--- config.mk ---
export PLATFORM = sky130hd
export DESIGN_NAME = seq_detector_mealy_param
export DESIGN_NICKNAME = d
export VERILOG_FILES = /design/src/rtl/seq_det_pkg.sv /design/src/rtl/seq_det_mask_cmp.sv /design/src/rtl/seq_detector_mealy_param.sv
export SDC_FILE = /design/constraint.sdc
export NUM_CORES = 1
export LEC_CHECK = 0
export ABC_CLOCK_PERIOD_IN_PS = 2000
export BUFFER_PORTS_ARGS = -buffer_cell sky130_fd_sc_hd__buf_2
export CAP_MARGIN = 20
export CORE_MARGIN = 2
export CORE_UTILIZATION = 42
export CTS_CLUSTER_SIZE = 24
export DETAILED_ROUTE_END_ITERATION = 10
export PLACE_DENSITY = 0.74
export SLEW_MARGIN = 20
export SYNTH_ARGS = -nofsm -noshare
export SYNTH_HDL_FRONTEND = slang
export SYNTH_SLANG_ARGS = --single-unit
export TNS_END_PERCENT = 50
--- constraint.sdc ---
create_clock -name Clk -period 2 [get_ports Clk]
set_clock_uncertainty 0.1 [all_clocks]
set_input_delay 0.3 -clock Clk [delete_from_list [all_inputs] [get_ports Clk]]
set_output_delay 0.3 -clock Clk [all_outputs]
set_load 0.01 [all_outputs]
--- src/rtl/seq_det_pkg.sv ---
// Shared types and helpers for the parametrised serial pattern detector.
// The optional match counter is controlled by the MATCH_COUNT_EN macro in the top module.
package seq_det_pkg;

    localparam int DEF_MAX_LEN = 8;

    // Width needed to hold a pattern length in the range 0..max.
    function automatic int len_w(input int max);
        return $clog2(max + 1);
    endfunction

    typedef enum logic {
        MODE_NONOVL = 1'b0,
        MODE_OVL    = 1'b1
    } mode_e;

endpackage

--- src/rtl/seq_det_mask_cmp.sv ---
// Masked equality of the sampled window {hist,w} against the pattern, looking only
// at the low len bits; an out-of-range length never matches.
module seq_det_mask_cmp
    import seq_det_pkg::*;
#(
    parameter int MAX_LEN = DEF_MAX_LEN,
    parameter int LW      = len_w(DEF_MAX_LEN)
) (
    input  logic [MAX_LEN-1:0] window,
    input  logic [MAX_LEN-1:0] pat,
    input  logic [LW-1:0]      len,
    output logic               eq
);

    logic [MAX_LEN-1:0] mask;
    logic               len_ok;

    always_comb begin
        mask = '0;
        for (int i = 0; i < MAX_LEN; i++) begin
            if (i < int'(len)) begin
                mask[i] = 1'b1;
            end
        end
        len_ok = (len != '0) && (int'(len) <= MAX_LEN);
        eq     = len_ok && (((window ^ pat) & mask) == '0);
    end

endmodule

--- src/rtl/seq_detector_mealy_param.sv ---
// Programmable Mealy serial-pattern detector with overlap control and sample enable.
// Define MATCH_COUNT_EN to build the saturating match counter; otherwise match_cnt reads 0.
module seq_detector_mealy_param
    import seq_det_pkg::*;
#(
    parameter int MAX_LEN = DEF_MAX_LEN,
    parameter int CNT_W   = 16
) (
    input  logic                        Clk,
    input  logic                        Reset,
    input  logic                        en,
    input  logic                        w,
    input  logic [MAX_LEN-1:0]          pat,
    input  logic [len_w(MAX_LEN)-1:0]   len,
    input  logic                        ovl,
    input  logic                        cnt_clr,
    output logic                        z,
    output logic                        z_q,
    output logic [CNT_W-1:0]            match_cnt
);

    localparam int            LW       = len_w(MAX_LEN);
    localparam logic [LW-1:0] FILL_MAX = LW'(MAX_LEN - 1);

    logic [MAX_LEN-2:0] hist;
    logic [LW-1:0]      fill;
    logic [MAX_LEN-1:0] window;
    logic               pat_eq;
    logic               fill_ok;
    mode_e              mode;

    assign window = {hist, w};
    assign mode   = mode_e'(ovl);

    seq_det_mask_cmp #(
        .MAX_LEN (MAX_LEN),
        .LW      (LW)
    ) u_cmp (
        .window (window),
        .pat    (pat),
        .len    (len),
        .eq     (pat_eq)
    );

    // A match needs len-1 valid history bits plus the bit currently on w.
    assign fill_ok = ({1'b0, fill} + (LW+1)'(1)) >= {1'b0, len};
    assign z       = en && pat_eq && fill_ok;

    always_ff @(posedge Clk) begin
        if (Reset) begin
            hist <= '0;
            fill <= '0;
            z_q  <= 1'b0;
        end else begin
            z_q <= z;
            if (en) begin
                hist <= window[MAX_LEN-2:0];
                // Non-overlapping mode forgets the history so the next match needs fresh bits.
                if (z && (mode == MODE_NONOVL)) begin
                    fill <= '0;
                end else if (fill != FILL_MAX) begin
                    fill <= fill + LW'(1);
                end
            end
        end
    end

`ifdef MATCH_COUNT_EN
    localparam logic [CNT_W-1:0] CNT_MAX = '1;

    always_ff @(posedge Clk) begin
        if (Reset || cnt_clr) begin
            match_cnt <= '0;
        end else if (z && (match_cnt != CNT_MAX)) begin
            match_cnt <= match_cnt + CNT_W'(1);
        end
    end
`else
    logic unused_cnt_clr;

    assign unused_cnt_clr = cnt_clr;
    assign match_cnt      = '0;
`endif

endmodule

== Word level (Yosys, flattened, before mapping) ==
Cells that the tools add are included.

* Bits in registers: 12
* Bits of input ports: 18
* Output and inout bits: 18
* Word-level logic and storage cells: 38

* Add/sub/neg operators: 2
* $lt $le $gt $ge: 10
* Eq/ne operators: 1
* Muxes and demuxes: 10
* Bitwise gates (word level): 3
* Reduce and logical (&&, ||, !) cells: 9

{| class="wikitable"
|+ Operator list
! kind !! number
|-
| $lt A3 B4 Y1 const A || 4
|-
| $and A8 B8 Y8 || 1
|-
| $logic_not A8 Y1 || 1
|-
| $lt A1 B4 Y1 const A || 2
|-
| $lt A2 B4 Y1 const A || 2
|-
| $mux W1 || 8
|-
| $mux W4 || 2
|-
| $xor A8 B8 Y8 || 1
|-
| $add A4 B1 Y5 const B || 1
|-
| $ge A5 B4 Y1 || 1
|-
| $logic_and A1 B1 Y1 || 5
|-
| $add A4 B1 Y4 const B || 1
|-
| $le A4 B4 Y1 const B || 1
|-
| $ne A4 B3 Y1 const B || 1
|-
| $reduce_bool A4 Y1 || 1
|-
| $reduce_and A2 Y1 || 1
|-
| $reduce_bool A2 Y1 || 1
|-
| $not A1 Y1 || 1
|}

== Depth between registers and ports, before layout ==
* Word-level depth: 10
* Gate-level depth with buffers: 8
* Gate-level depth less buffers: 8

== Cells and area by module ==
A second synthesis with hierarchy kept.

* Cells, all modules: 104
* Area total of the unflattened synthesis: 955.9 µm²

{| class="wikitable"
|+ Modules (own cells, without submodules)
! module !! times used !! cells each !! area an instance (µm²) !! sequential area each (µm²)
|-
| seq_detector_mealy_param || 1 || 81 || 752.0 || 240.2
|-
| seq_det_mask_cmp || 1 || 23 || 203.9 || 0.0
|}

== Worst setup path after synthesis ==
No wires, ideal clock.

* Path kind: register -> register
* From: register fill[0]
* To: register fill[3]
* Library setup time: 132 ps
* Data arrival time: 1709 ps
* Required time: 1768 ps
* Path slack: 58 ps
* Stages on the path, launching flop included: 9
* Path buffers: 0
* Clock period less this slack: 1942 ps
* Cells stage by stage: dfxtp_1 > ha_1 > xor2_1 > ha_1 > nor2_1 > o31a_1 > nor3_2 > nand4b_1 > a21oi_1

* Word-level cells in the longest chain between the ends: 6
* Elaborated cells between the ends (all ways): 10
* Classes of those cells: add/sub (2); order compare (1); eq/ne (1); mux (2); reduce/logical (4)

{| class="wikitable"
|+ RTL lines
! what !! line !! source
|-
| from (decl) || seq_detector_mealy_param.sv:26 || <nowiki>logic [LW-1:0] fill;</nowiki>
|-
| from (signal assigned) || seq_detector_mealy_param.sv:62 || <nowiki>fill <= fill + LW'(1);</nowiki>
|-
| $add A4 B1 Y5 || seq_detector_mealy_param.sv:46 || <nowiki>assign fill_ok = ({1'b0, fill} + (LW+1)'(1)) >= {1'b0, len};</nowiki>
|-
| $ge A5 B4 Y1 || seq_detector_mealy_param.sv:46 ||
|-
| $logic_and A1 B1 Y1 || seq_detector_mealy_param.sv:47 || <nowiki>assign z = en && pat_eq && fill_ok;</nowiki>
|-
| $logic_and A1 B1 Y1 || seq_detector_mealy_param.sv:59 || <nowiki>if (z && (mode == MODE_NONOVL)) begin</nowiki>
|-
| $reduce_bool A2 Y1 (no source line) || n/a ||
|-
| $reduce_and A2 Y1 (no source line) || n/a ||
|}

Parallel ways exist; a longest one is shown, timed or not. The select of a mux whose other input is x is not followed.
A chain may end at the register's enable or synchronous reset.

== Worst setup path after layout ==
* From: register fill[0]
* To: output z

* Word-level cells in the longest chain between the ends: 3

{| class="wikitable"
|+ RTL lines
! what !! line !! source
|-
| $add A4 B1 Y5 || seq_detector_mealy_param.sv:46 ||
|-
| $ge A5 B4 Y1 || seq_detector_mealy_param.sv:46 ||
|-
| $logic_and A1 B1 Y1 || seq_detector_mealy_param.sv:47 ||
|-
| to (decl) || seq_detector_mealy_param.sv:17 || <nowiki>output logic z,</nowiki>
|}

No other way between the ends.

==> metrics.md <==
| Metric | Value |
|---|---|
| Outcome | finished with violations |
| Failing checks | setup timing |
| FP Rows | 16 |
| Leading cell type in the layout, fill and taps excluded | buf_2 |
| Cell Pwr Density | 542.0 nW/µm² |
| #FFs+latches synth | 12 |
| CP max stage delay | between 0.3 and 0.4 ns |
| Fmax | 0.4572 GHz |
| Crit-path slowest cell | dfxtp_4 |
| First-pass GRT wire length | ~3 mm |
| Critical path required time | 1.60 ns |
| Clk Latency, worst-skew pair | 0.28 ns |
| Antenna viol nets, final | 0 |
| Total Nets Final | 156 |
| Initial Utilization | 45.01% |
| H-Tree Depth | 1 |
| Placed cell area | ~1000 µm² |
| Final min period | 2.187 ns |
| Drt initial violations | 26 |
| Final Hold Viols | 0 |
| Max Cap Violations | 0 |
| Mean Syn Cell Area | about 8.5 µm² |
| Synth Cell Area | 892.1 µm² |
| GRT Total Usage | 15.50% |
| Die ar. | 2509 µm² |
| Final Util | 54.04% |
| Hold-fix buffers at CTS | 0 |
| RSZ-0062 raised after global routing | true |
| Most frequent cells in the layout | buf_2 (18), conb_1 (16), nor2_1 (12) |
| I/O pins | 36 |
| Crit path top cell by count | nor2_1 |
| Residual DRC | 0 |
| Fin worst setup slack | -0.1871 ns |
| FILL cells | between 150 and 200 |
| Critical Path Start | fill[0]$_SDFFE_PP0P_ |
| Async S/R FF share, synth | 0% |
| Routed vias | 808 |
| Final setup viols | 2 |
| Element type at the critical path end | output port |
| Register area share after synthesis | 26.93% |
| Largest net degree at the start of global routing | 16 |
| Peak supply drop | 458.4 µV |
| Number of port buffers | 18 |
| Cells along the critical path | ha_4, xor2_1, ha_1, nor2_1, o31a_1, nor2_1, buf_2 |
| Distinct cells, synth | 35 |
| HPWL after DPL | 1.368 mm |
| Area of the multi-input gates | 584.3 µm² |
| Vias in the first global route | 691 |
| Max-slew violations | 0 |
| Clock Pin Slew Worst Setup and Hold Paths | 0.07 ns |
| CP delay by family, top | adder cells |
| R2R Path End | fill[1]$_SDFFE_PP0P_ |
| Crit path launch type | flop |
| Clk buf depth | 2 |
| GPL Wtd Cong | 0.8263 |
| P&R area growth vs syn | 20.06% |
| # diodes | 0 |
| Root Buffer | clkbuf_4 |
| CTS tree | built |
| Critical path type | flop to output port |
| HP Class | input port to flop |
| Hold_sp | w |
| R2R cell count | 9 |
| WP buf/inv | 1 |
| Synth warn | 0 |
| Period utilisation layout | 109.4% |
| Mapped Cells | 105 |
| Pwr Total | 580.5 µW |
| Post-synth EDFFs | 0 |
| Crit Path Max Fanout | 4 |
| Die extent in x | approximately 50 µm |
| CP endpoint | z |
| Die height | 50.09 µm |
| Stages on the worst setup path | 7 |
| DRT Pass-1 Iters | 4 |
| Layout cell share with drive strength beyond 1 | 27.27% |
| Clk sinks | 12 |
| Main synth FF type | dfxtp_1 |
| Leakage power | 0.4941 nW |
| Core ar. | 1982 µm² |
| Antenna violations before repair | 0 |
| Via-to-Cell Ratio | 5.082 |
| Critical Path AT | between 1.5 and 2 ns |
| Final WL | 1.718 mm |
| Reg2reg setup slack | -0.06 ns |
| Grt ovf | 0 |
| FF+latch area | about 250 µm² |
| Reg-to-Reg Start | fill[0]$_SDFFE_PP0P_ |
| Design area | approximately 1100 µm² |
| Num CTS Buffers | 3 |
| Routed WL per cell | 10.81 µm |
## layer usage
layer / up-vias / part of all wire (%) / track usage [%]
li1: 397 / - / -
met1: 369 / 43 / 17.50
met2: 37 / 47 / 26.10
met3: 5 / 7.3 / 3.333
met4: 0 / 2.3 / 9.722
met5: - / 0 / 0
## cell usage after synthesis, types with 2 or more instances
library cell / n / area share [%]
a211oi_1: 2 / 1.7
a21oi_1: 2 / 1.1
a31oi_1: 4 / 2.8
buf_4: 16 / 13
dfxtp_1: 12 / 27
ha_1: 5 / 7.0
inv_1: 4 / 1.7
mux2i_1: 7 / 7.9
nand2_1: 2 / 0.84
nand2b_1: 2 / 1.4
nand3_1: 3 / 1.7
nand3b_1: 2 / 1.7
nor2_1: 12 / 5.0
nor3_1: 2 / 1.1
nor4_1: 2 / 1.4
xnor2_1: 8 / 7.9
xor2_1: 2 / 2.0
## worst min-delay path by stage
stage | end | slack, ns | depth (start not counted)
6_report | hist[0]$_SDFFE_PP0P_ | 0.19 | 3
3_5_place_dp | hist[6]$_SDFFE_PP0P_ | 0.41 | 2
3_3_place_gp | hist[6]$_SDFFE_PP0P_ | 0.40 | 2
5_1_grt | hist[4]$_SDFFE_PP0P_ | 0.25 | 2
2_1_floorplan | fill[2]$_SDFFE_PP0P_ | 0.28 | 1
4_1_cts | hist[0]$_SDFFE_PP0P_ | 0.18 | 3
## tightest hold or removal path, stage by stage
cell and delay [ns]:
buf_2 0.10, mux2i_1 0.06, nor2_1 0.08
## area by class of cell
type | count | share of cell area (%)
Multi-Input combinational cell | 85 | 54.56
Sequential cell | 12 | 23.13
Timing Repair Buffer | 26 | 14.02
Clock buffer | 4 | 3.388
Tap cell | 27 | 3.154
Inverter | 5 | 1.752
## report_power, final
part / switching [mW] / internal [mW] / leakage [nW] / total (mW)
sequential: 0.00736 / 0.245 / 0.0987 / 0.252
clock: 0.0841 / 0.111 / 0.0210 / 0.195
combinational: 0.0702 / 0.0632 / 0.374 / 0.133
## registers in the layout, summed over array words and instances (netlist names)
signal,cells
hist,7
fill,4
z_q,1
## per-stage QoR
stage / setup WS [ns] / instances / setup TNS, ns / hold slack [ns]
floorplan: 0.05814 / 120 / 0 / 0.2775
global placement: -0.04762 / 154 / -0.1123 / 0.3956
detailed placement: -0.06279 / 154 / -0.09339 / 0.4148
CTS: -0.1717 / 159 / -0.2310 / 0.1795
global route: -0.3108 / 159 / -0.5589 / 0.2493
finish: -0.1871 / 159 / -0.2465 / 0.1875
## kinds of logic after synthesis
kind of cell	share of synthesized area [%]
mux	7.854
flops	26.93
xor+xnor	9.818
compound gates	11.92
other cells	0.4204
buf+inv	16.55
simple gates	19.50
fa+ha+maj	7.013
## what timing repair did
action / in CTS / in global routing
endpoints found under the setup margin: 3 / 3
buffers inserted: 1 / 0
gates resized for setup: 7 / 1
pin swaps: 3 / 0
No activity file was read; power rests on OpenSTA's default activity.
